===== src/rtl/muldiv_pkg.sv =====
// Shared constants and types for the iterative RV32M multiply/divide unit.
package muldiv_pkg;

    localparam int XLEN_DEF = 32;

    localparam logic [6:0] FUNCT7_MULDIV = 7'b0000001;

    localparam logic [2:0] F3_MUL    = 3'b000;
    localparam logic [2:0] F3_MULH   = 3'b001;
    localparam logic [2:0] F3_MULHSU = 3'b010;
    localparam logic [2:0] F3_MULHU  = 3'b011;
    localparam logic [2:0] F3_DIV    = 3'b100;
    localparam logic [2:0] F3_DIVU   = 3'b101;
    localparam logic [2:0] F3_REM    = 3'b110;
    localparam logic [2:0] F3_REMU   = 3'b111;

    typedef enum logic [1:0] {
        IDLE = 2'd0,
        BUSY = 2'd1,
        DONE = 2'd2
    } state_e;

endpackage


===== src/rtl/muldiv_iter_core.sv =====
// Radix-2 datapath on unsigned magnitudes: shift-add multiply (LSB first) and
// restoring divide (MSB first). Next-iteration values are exposed combinationally.
module muldiv_iter_core
    import muldiv_pkg::*;
#(
    parameter int XLEN = XLEN_DEF
) (
    input  logic              clk_i,
    input  logic              rst_i,
    input  logic              load_i,
    input  logic              step_i,
    input  logic              is_div_i,
    input  logic [XLEN-1:0]   a_i,
    input  logic [XLEN-1:0]   b_i,
    output logic [2*XLEN-1:0] prod_next_o,
    output logic [XLEN-1:0]   quo_next_o,
    output logic [XLEN-1:0]   rem_next_o
);

    // acc_q: {partial product, multiplier} for multiply; low half is the
    // dividend shifting out / quotient shifting in for divide.
    logic [2*XLEN-1:0] acc_q, acc_d;
    logic [XLEN-1:0]   rem_q, rem_d;
    logic [XLEN-1:0]   opb_q, opb_d;
    logic              div_q, div_d;

    logic [XLEN:0]     mul_sum;
    logic [XLEN:0]     div_shift;
    logic [XLEN:0]     div_trial;
    logic              div_neg;

    always_comb begin
        mul_sum     = {1'b0, acc_q[2*XLEN-1:XLEN]} + (acc_q[0] ? {1'b0, opb_q} : '0);
        prod_next_o = {mul_sum, acc_q[XLEN-1:1]};

        div_shift   = {rem_q, acc_q[XLEN-1]};
        div_trial   = div_shift - {1'b0, opb_q};
        div_neg     = div_trial[XLEN];
        quo_next_o  = {acc_q[XLEN-2:0], ~div_neg};
        rem_next_o  = div_neg ? div_shift[XLEN-1:0] : div_trial[XLEN-1:0];
    end

    always_comb begin
        acc_d = acc_q;
        rem_d = rem_q;
        opb_d = opb_q;
        div_d = div_q;
        if (load_i) begin
            acc_d = {{XLEN{1'b0}}, (is_div_i ? a_i : b_i)};
            opb_d = is_div_i ? b_i : a_i;
            rem_d = '0;
            div_d = is_div_i;
        end else if (step_i) begin
            if (div_q) begin
                acc_d = {acc_q[2*XLEN-1:XLEN], quo_next_o};
                rem_d = rem_next_o;
            end else begin
                acc_d = prod_next_o;
            end
        end
    end

    always_ff @(posedge clk_i or negedge rst_i) begin
        if (!rst_i) begin
            acc_q <= '0;
            rem_q <= '0;
            opb_q <= '0;
            div_q <= 1'b0;
        end else begin
            acc_q <= acc_d;
            rem_q <= rem_d;
            opb_q <= opb_d;
            div_q <= div_d;
        end
    end

endmodule


===== src/rtl/muldiv_sequencer.sv =====
// RV32M sequencer: captures an M-extension op, stalls the CPU while the
// iterative core runs, then pulses a one-cycle write-enable with the result.
module muldiv_sequencer
    import muldiv_pkg::*;
#(
    parameter int XLEN  = XLEN_DEF,
    parameter int ITERS = XLEN
) (
    input  logic            clk_i,
    input  logic            rst_i,
    input  logic            req_i,
    input  logic [2:0]      funct3_i,
    input  logic [XLEN-1:0] rs1_i,
    input  logic [XLEN-1:0] rs2_i,
    output logic            stall_o,
    output logic            done_o,
    output logic            wb_en_o,
    output logic [XLEN-1:0] result_o
);

    localparam int CW = (ITERS > 1) ? $clog2(ITERS) : 1;

    state_e            state_q, state_d;
    logic [CW-1:0]     cnt_q, cnt_d;
    logic [2:0]        f3_q, f3_d;
    logic              neg_q, neg_d;
    logic [XLEN-1:0]   result_q, result_d;

    logic              signed_a, signed_b, a_neg, b_neg, is_div;
    logic              div_by_zero, div_ovf;
    logic [XLEN-1:0]   a_mag, b_mag, special_res, div_val, final_res;
    logic [2*XLEN-1:0] prod_next, prod_fix;
    logic [XLEN-1:0]   quo_next, rem_next;
    logic              core_load, core_step;

    always_comb begin
        signed_a    = (funct3_i == F3_MULH) || (funct3_i == F3_MULHSU) ||
                      (funct3_i == F3_DIV)  || (funct3_i == F3_REM);
        signed_b    = (funct3_i == F3_MULH) || (funct3_i == F3_DIV) || (funct3_i == F3_REM);
        a_neg       = signed_a & rs1_i[XLEN-1];
        b_neg       = signed_b & rs2_i[XLEN-1];
        a_mag       = a_neg ? -rs1_i : rs1_i;
        b_mag       = b_neg ? -rs2_i : rs2_i;
        is_div      = funct3_i[2];
        div_by_zero = is_div && (rs2_i == '0);
        div_ovf     = is_div && !funct3_i[0] && (rs2_i == '1) &&
                      (rs1_i == {1'b1, {(XLEN-1){1'b0}}});
        // Divide-by-zero and signed overflow bypass the loop with RISC-V defined results.
        if (div_by_zero) begin
            special_res = funct3_i[1] ? rs1_i : '1;
        end else begin
            special_res = funct3_i[1] ? '0 : rs1_i;
        end

        prod_fix  = neg_q ? -prod_next : prod_next;
        div_val   = f3_q[1] ? rem_next : quo_next;
        if (f3_q[2]) begin
            final_res = neg_q ? -div_val : div_val;
        end else if (f3_q == F3_MUL) begin
            final_res = prod_fix[XLEN-1:0];
        end else begin
            final_res = prod_fix[2*XLEN-1:XLEN];
        end
    end

    always_comb begin
        state_d   = state_q;
        cnt_d     = cnt_q;
        f3_d      = f3_q;
        neg_d     = neg_q;
        result_d  = result_q;
        core_load = 1'b0;
        core_step = 1'b0;
        case (state_q)
            IDLE: begin
                if (req_i) begin
                    f3_d  = funct3_i;
                    // Remainder takes the dividend's sign; everything else the XOR.
                    neg_d = (funct3_i[2] && funct3_i[1]) ? a_neg : (a_neg ^ b_neg);
                    if (div_by_zero || div_ovf) begin
                        result_d = special_res;
                        state_d  = DONE;
                    end else begin
                        core_load = 1'b1;
                        cnt_d     = CW'(ITERS - 1);
                        state_d   = BUSY;
                    end
                end
            end
            BUSY: begin
                core_step = 1'b1;
                if (cnt_q == '0) begin
                    result_d = final_res;
                    state_d  = DONE;
                end else begin
                    cnt_d = cnt_q - 1'b1;
                end
            end
            DONE:    state_d = IDLE;
            default: state_d = IDLE;
        endcase
    end

    always_ff @(posedge clk_i or negedge rst_i) begin
        if (!rst_i) begin
            state_q  <= IDLE;
            cnt_q    <= '0;
            f3_q     <= '0;
            neg_q    <= 1'b0;
            result_q <= '0;
        end else begin
            state_q  <= state_d;
            cnt_q    <= cnt_d;
            f3_q     <= f3_d;
            neg_q    <= neg_d;
            result_q <= result_d;
        end
    end

    muldiv_iter_core #(
        .XLEN (XLEN)
    ) u_core (
        .clk_i       (clk_i),
        .rst_i       (rst_i),
        .load_i      (core_load),
        .step_i      (core_step),
        .is_div_i    (is_div),
        .a_i         (a_mag),
        .b_i         (b_mag),
        .prod_next_o (prod_next),
        .quo_next_o  (quo_next),
        .rem_next_o  (rem_next)
    );

    assign stall_o  = rst_i & req_i & (state_q != DONE);
    assign done_o   = (state_q == DONE);
    assign wb_en_o  = done_o;
    assign result_o = result_q;

endmodule


===== config.mk =====
export PLATFORM = sky130hd
export DESIGN_NAME = muldiv_sequencer
export DESIGN_NICKNAME = d
export VERILOG_FILES = /design/src/rtl/muldiv_pkg.sv /design/src/rtl/muldiv_iter_core.sv /design/src/rtl/muldiv_sequencer.sv
export SDC_FILE = /design/constraint.sdc
export NUM_CORES = 1
export LEC_CHECK = 0
export ABC_AREA = 1
export BUFFER_PORTS_ARGS = -buffer_cell sky130_fd_sc_hd__buf_2
export CORE_ASPECT_RATIO = 1.4
export CORE_MARGIN = 4
export CORE_UTILIZATION = 45
export DETAILED_ROUTE_END_ITERATION = 8
export GPL_TIMING_DRIVEN = 0
export MAX_ROUTING_LAYER = met4
export SYNTH_ARGS = -nofsm -noshare
export SYNTH_HDL_FRONTEND = slang
export SYNTH_SLANG_ARGS = --single-unit

===== constraint.sdc =====
create_clock -name clk_i -period 4 [get_ports clk_i]
set_clock_uncertainty 0.05 [all_clocks]
set_input_delay 0.8 -clock clk_i [delete_from_list [all_inputs] [get_ports clk_i]]
set_output_delay 0.8 -clock clk_i [all_outputs]
set_load 0.02 [all_outputs]

==> results of run 1 <==
[layout by cell type, fill, tap and decap left out, types with 9 or more instances in the layout]
| cell type | instances |
|---|---|
| nor2_2 | 33 |
| clkbuf_2 | 10 |
| o22ai_1 | 40 |
| a22oi_1 | 15 |
| o21ai_2 | 15 |
| dfrtp_1 | 153 |
| buf_4 | 28 |
| dfrtp_2 | 19 |
| nand4_1 | 45 |
| nand3b_1 | 10 |
| clkbuf_16 | 18 |
| buf_1 | 10 |
| clkbuf_1 | 78 |
| nor3_1 | 41 |
| inv_1 | 366 |
| nand2_1 | 804 |
| nand3_2 | 22 |
| o21ai_1 | 11 |
| a21oi_2 | 19 |
| buf_2 | 116 |
| inv_2 | 9 |
| nand3_1 | 178 |
| o21ai_0 | 238 |
| o221ai_1 | 37 |
| nor4_1 | 9 |
| ha_1 | 61 |
| a21oi_1 | 158 |
| o21bai_1 | 25 |
| xnor2_1 | 34 |
| nand2_2 | 72 |
| nor2_1 | 285 |
| a31oi_1 | 32 |
| o211ai_1 | 16 |
| a221oi_1 | 11 |
| xor2_1 | 64 |
| nand2_4 | 14 |
| nor2_4 | 10 |
| or2_2 | 9 |
[what timing repair did]
action,CTS,global route
setup endpoints to repair,74,126
pin swaps,11,34
setup buffers,10,17
cloned,0,1
resized for setup,55,200
[worst paths after layout]
kind	endpoint	slack, ns	depth (start not counted)	start
setup / recovery	result_o[15]	0.009	21	u_core.opb_q[21]
hold / removal	u_core.acc_q[60]	0.22	1	rst_i
setup reg to reg	result_o[15]	0.009	21	u_core.opb_q[21]
hold reg to reg	result_o[12]	0.43	2	result_o[12]
max in group asynchronous	u_core.opb_q[3]	2.66	2	rst_i
min in group clk_i	result_o[12]	0.43	2	result_o[12]
[through the flow]
stage                     cell area [sq um]  utilization, %  cells
after CTS                             20810           50.54   3756
after global routing                  21650           52.59   3775
after global placement                19880           48.27   3714
after detailed placement              19910           48.36   3715
final                                 21650           52.59   3775
after floorplan                       18680               -   3070
[per-layer routing]
layer | vias to the layer above | routed length (um) | GRT usage, %
met5 | - | 0 | -
met4 | 0 | 10000 | 33.16
met3 | 370 | 7792 | 6.339
met2 | 1349 | 45090 | 69.25
met1 | 10744 | 34650 | 47.69
li1 | 10444 | - | -
[worst max-delay path: stages (launching register included)]
cell     delay [ns]
dfrtp_2        0.47
inv_1          0.09
ha_1           0.38
nand2_1        0.10
nand2_1        0.09
a21oi_2        0.18
nand2_2        0.11
a21oi_4        0.30
nand3_4        0.16
nand2_8        0.16
buf_12         0.13
nand2_2        0.05
nand3_1        0.13
nand2_2        0.21
nor2_2         0.21
nand2_1        0.12
nor2_4         0.14
nand2_1        0.13
nand3_1        0.09
nand2_1        0.05
o21ai_0        0.34
a21oi_1        0.12
[cell type report]
| class | instances | area, sq um |
|---|---|---|
| fillers | 4332 | 19530 |
| plain buffers | 121 | 559.3 |
| clock buffers | 18 | 439.2 |
| inverters | 382 | 1446 |
| diodes | 1 | 2.502 |
| clock inverters | 14 | 198.9 |
| repair buffers | 133 | 793.3 |
| multi-input cells | 2394 | 13210 |
| well taps | 540 | 675.6 |
| flip-flops and latches | 172 | 4328 |
[logic make-up (layout without fill, tap and decap cells)]
logic type      after synthesis  in the layout  synth area share, %
compound gates              656            656                20.73
xor+xnor                    113            113                5.298
fa+ha+maj                    73             73                4.970
buf+inv                     504            668                10.58
flops                       172            172                23.04
other cells                   0              1                    0
simple gates               1552           1552                35.38
[state kept, by name (all words and copies together) (netlist names)]
| name | count |
|---|---|
| u_core.acc_q | 64 |
| result_o | 32 |
| u_core.opb_q | 32 |
| u_core.rem_q | 32 |
| cnt_q | 5 |
| f3_q | 3 |
| state_q | 2 |
| neg_q | 1 |
| u_core.div_q | 1 |
[power by group through the flow]
stage	logic, mW	registers (mW)	clock network, mW
6_report	13.4	3.21	1.87
5_1_grt	14.2	3.21	1.93
4_1_cts	12.1	3.12	1.86
3_5_place_dp	11.7	3.14	0
3_3_place_gp	11.6	3.14	0
2_1_floorplan	7.36	2.92	0
==> impl_metrics.json, run 1 <==
{
  "status": "finished with violations",
  "failed_checks": "design-rule violations",
  "wire_per_inst_um": 25.84,
  "setup_violations": 0,
  "io_buffers": 104,
  "h-tree-depth": 4,
  "ys_warn_count": 0,
  "overflow": 0,
  "drt_first_pass_iters": 9,
  "tritoncts": "built",
  "syn_area_per_cell_sq_um": 6.084,
  "p_sw_mw": 11.33,
  "start_kind": "flip-flop",
  "fin_crit_sh_pct": 99.77,
  "core_area_sq_um": 41180,
  "crit_arrival_ns": 4.28,
  "netlist_area_sq_um": 18680,
  "numClockSinks": 172,
  "power.leakage_nw": 10.55,
  "min_period_ns": 3.991,
  "synthArstFlopShare_pct": 100.0,
  "viasPerCell": 6.068,
  "globalRouteTotalUtil_pct": 42.97,
  "end_kind": "flip-flop",
  "hold_viol_final": 0,
  "grt_pass1_wl_um": 140200,
  "drive_above_1_share_pct": 14.78,
  "nets": 3364,
  "gp_congestion": 1.220,
  "p_seq_share_pct": 17.4,
  "synthDistinctLibCells": 58,
  "ys.flop_type": "dfrtp_1",
  "synth_fp_nets": 3213,
  "syn_to_final_growth_pct": 15.93,
  "start_util_pct": 45.36,
  "netlist_instances": 3070,
  "internal_power_mw": 7.113,
  "synth_top_cell_by_area": "dfrtp_1",
  "synth-edff-count": 0,
  "final_antenna_net_count": 0,
  "cts_root_buf": "clkbuf_16",
  "post-dp-hpwl_um": 79600,
  "cts_max_path_buffers": 2,
  "clock_latency_ns": 0.48,
  "clockPowerShare_pct": 10.2,
  "die_width_um": 180.2,
  "die_y_um": 249.1,
  "crit_fanout": 8,
  "rsz0062_at_grt": "true",
  "cts_hold_buf": 0,
  "vias": 22907,
  "slew_viol_final": 0,
  "cts_made_buffers": 17,
  "critPathKind": "reg2reg",
  "slew_headroom_pct": 38.27,
  "ys_ff_latch": 172,
  "power_density_nw_per_um2": 851.8,
  "worst_ep_required_time_ns": 4.28,
  "power_mw": 18.45,
  "io_pins": 105,
  "synth_top_area_share_pct": 23.04,
  "die-area_sq_um": 44880,
  "switching_share_pct": 61.44,
  "grt_antenna_before_repair": 1,
  "tns_ns": 0,
  "grt_pass1_vias": 21430,
  "synth_area_leaders": "dfrtp_1 (23%), nand2_1 (17%), inv_1 (7.5%), o21ai_0 (6.6%), nor2_1 (6.2%)",
  "worst_pin_slew_ns": 0.9189,
  "cts.clk_slew.worst_paths_ns": 0.08,
  "seq_area_frac_synth_pct": 23.04,
  "rows": 88,
  "hp-class": "in2async",
  "drtIter0Drc": 2576,
  "holdWs_ns": 0.2152,
  "combPwrFrac_pct": 72.4,
  "cap_violations": 0,
  "drc": 1,
  "ir_drop_uv": 380.4,
  "yosysMostFrequentCell": "nand2_1",
  "fmax_mhz": 250.6,
  "synth_common_cells": "nand2_1 (855), inv_1 (375), nor2_1 (308)",
  "grt_max_degree": 107,
  "dp_slack_ns": -0.7747,
  "fin_ws_ns": 0.009344,
  "wirelength_um": 97530
}
No activity file was read; power rests on OpenSTA's default activity.
==> run 2: changes to the inputs <==
--- a/config.mk
+++ b/config.mk
@@ -15,4 +15,5 @@
 export MAX_ROUTING_LAYER = met4
 export SYNTH_ARGS = -nofsm -noshare
 export SYNTH_HDL_FRONTEND = slang
+export SYNTH_HIERARCHICAL = 1
 export SYNTH_SLANG_ARGS = --single-unit
==> constraint.sdc (replaced) <==
create_clock -name clk_i -period 4 [get_ports clk_i]
set_clock_uncertainty 0.05 [all_clocks]
set_input_delay 0.8 -clock clk_i [delete_from_list [all_inputs] [get_ports clk_i]]
set_output_delay 0.8 -clock clk_i [all_outputs]
set_load 0.005 [all_outputs]
==> run 2 against run 1 <==
Effect of this change: the flow finishes with violations (negative setup slack); non-clock buffer count increased by 79; fmax decreased by 1.1%; total power increased by 15%; register-to-register slack got worse by 0.04 ns; routed wire length decreased by 1.2%; count of clock-buffer cells in the layout decreased by 1; setup slack got worse by 0.044 ns; core utilization increased by 1.4 points; largest cell class unchanged; largest power group unchanged; highest routed layer unchanged.
==> impl_metrics.json, run 2 <==
{
  "netlist_instances": 3601,
  "cts.clk_slew.worst_paths_ns": 0.09,
  "worst_pin_slew_ns": 1.099,
  "grt_pass1_wl_um": 138000,
  "cpMostUsedCell": "nand2_4",
  "ys_warn_count": 6,
  "drive_above_1_share_pct": 17.17,
  "final_core_util_pct": 54.02,
  "numClockSinks": 172,
  "globalRouteTotalUtil_pct": 38.49,
  "top_register": "u_core/acc_q",
  "fin_ws_ns": -0.03511,
  "power_density_nw_per_um2": 870.0,
  "fin_crit_sh_pct": 100.9,
  "crit_fanout": 6,
  "die-area_sq_um": 48930,
  "synth_top_cell_by_area": "nand2_1",
  "synthDistinctLibCells": 46,
  "tns_ns": -0.1121,
  "ys_ff_latch": 172,
  "power_mw": 21.15,
  "post-dp-hpwl_um": 78960,
  "wirelength_um": 96320,
  "slowest_delay_ns": 0.49,
  "crit_family": "simple AND/OR/NAND/NOR gates",
  "cts_hold_buf": 0,
  "synthArstFlopShare_pct": 100.0,
  "syn_area_per_cell_sq_um": 5.675,
  "cp.buffers_inverters": 5,
  "fmax_mhz": 247.8,
  "start_kind": "flip-flop",
  "die_y_um": 260.1,
  "cap_violations": 0,
  "synth_top_area_share_pct": 21.95,
  "ir_drop_uv": 460.6,
  "fill_cells": 4717,
  "nets": 3916,
  "vias": 24775,
  "final_antenna_net_count": 0,
  "io_buffers": 104,
  "syn_to_final_growth_pct": 18.99,
  "hold_viol_final": 0,
  "viasPerCell": 5.633,
  "failed_checks": "negative setup slack",
  "netlist_area_sq_um": 20430,
  "status": "finished with violations",
  "synth-edff-count": 0,
  "hp-class": "in2async",
  "io_pins": 105,
  "worst_ep_required_time_ns": 4.32,
  "cts_max_path_buffers": 2,
  "start_util_pct": 45.40,
  "mostFrequentLayoutCells": "nand2_1 (1,116), inv_1 (456), nor2_1 (355)",
  "overflow": 0,
  "slew_headroom_pct": 25.97,
  "seq_area_frac_synth_pct": 21.06,
  "h-tree-depth": 4,
  "slowest_stage": "dfrtp_2",
  "rsz0062_at_grt": "true",
  "end_kind": "flip-flop",
  "setup_violations": 6,
  "gp_congestion": 1.089,
  "core_area_sq_um": 45010,
  "drc": 0,
  "synth_common_cells": "nand2_1 (1,195), inv_1 (468), nor2_1 (414)",
  "grt_max_degree": 108,
  "grt_antenna_before_repair": 2,
  "rows": 92,
  "min_period_ns": 4.035,
  "die_width_um": 188.1,
  "grt_pass1_vias": 22876,
  "crit_arrival_ns": 4.36,
  "drtIter0Drc": 2294,
  "drt_first_pass_iters": 6,
  "holdWs_ns": 0.2077,
  "wire_per_inst_um": 21.90,
  "largest_reg_flops": 64,
  "slew_viol_final": 0,
  "synth_fp_nets": 3744,
  "cts_made_buffers": 17,
  "power.leakage_nw": 12.33,
  "final_common_cell": "nand2_1",
  "ys.flop_type": "dfrtp_1",
  "synth_area_leaders": "nand2_1 (22%), dfrtp_1 (21%), inv_1 (8.6%), nor2_1 (7.6%), o21ai_0 (5.8%)",
  "yosysMostFrequentCell": "nand2_1",
  "critPathKind": "reg2reg",
  "cts_root_buf": "clkbuf_16",
  "clock_latency_ns": 0.49,
  "tritoncts": "built"
}
run 2: cells by family (layout without fill, tap and decap cells):
family / Yosys count / count (layout) / synth area share [%]
compound gates: 562 / 562 / 14.85
fa+ha+maj: 73 / 73 / 4.543
simple gates: 2031 / 2032 / 41.37
xor+xnor: 98 / 98 / 4.200
other cells: 0 / 1 / 0
buf+inv: 665 / 849 / 13.97
flops: 172 / 172 / 21.06
run 2: cell type report:
cell class / instances / area, sq um / share of cell area (%)
well taps: 611 / 764.5 / 3.144
diodes: 1 / 2.502 / 0.01029
clock buffers: 17 / 425.4 / 1.750
repair buffers: 153 / 957.2 / 3.937
plain buffers: 180 / 1080 / 4.441
inverters: 484 / 1822 / 7.492
clock inverters: 15 / 196.4 / 0.8079
flip-flops and latches: 172 / 4309 / 17.72
multi-input cells: 2765 / 14760 / 60.70
run 2: per-stage QoR:
| stage | instances | setup WS, ns | instance area, sq um |
|---|---|---|---|
| 4_1_cts | 4356 | -0.05733 | 22910 |
| 3_5_place_dp | 4317 | -1.211 | 21760 |
| 5_1_grt | 4397 | -0.1725 | 24310 |
| 3_3_place_gp | 4316 | -1.200 | 21720 |
| 6_report | 4398 | -0.03511 | 24310 |
| 2_1_floorplan | 3601 | 0.5889 | 20430 |
run 2: repair_timing:
action / CTS / global route
endpoints found under the setup margin: 49 / 59
cloned: 1 / 3
buffers inserted: 7 / 38
gates resized for setup: 133 / 291
pin swaps: 13 / 84
run 2: report_power, final:
part	internal (mW)	leakage, nW	switching (mW)
Clock	0.905	0.299	0.897
Combinational	5.18	9.89	10.9
Sequential	2.45	2.15	0.820
run 2: path summary, 6_finish.rpt:
kind,startpoint,to,slack [ns],cells past startpoint
min,rst_i,u_core/acc_q[41],0.21,1
max in group asynchronous,rst_i,result_o[23],2.68,2
max reg2reg,u_core/opb_q[0],result_o[3],-0.04,28
max,u_core/opb_q[0],result_o[3],-0.04,28
min in group clk_i,result_o[3],result_o[3],0.43,2
min reg2reg,result_o[3],result_o[3],0.43,2
run 2: layer usage:
layer | part of all wire, % | global-route usage (%)
met5 | 0 | -
met4 | 9.3 | 28.19
met3 | 6.5 | 4.699
met2 | 47 | 62.79
met1 | 37 | 43.51
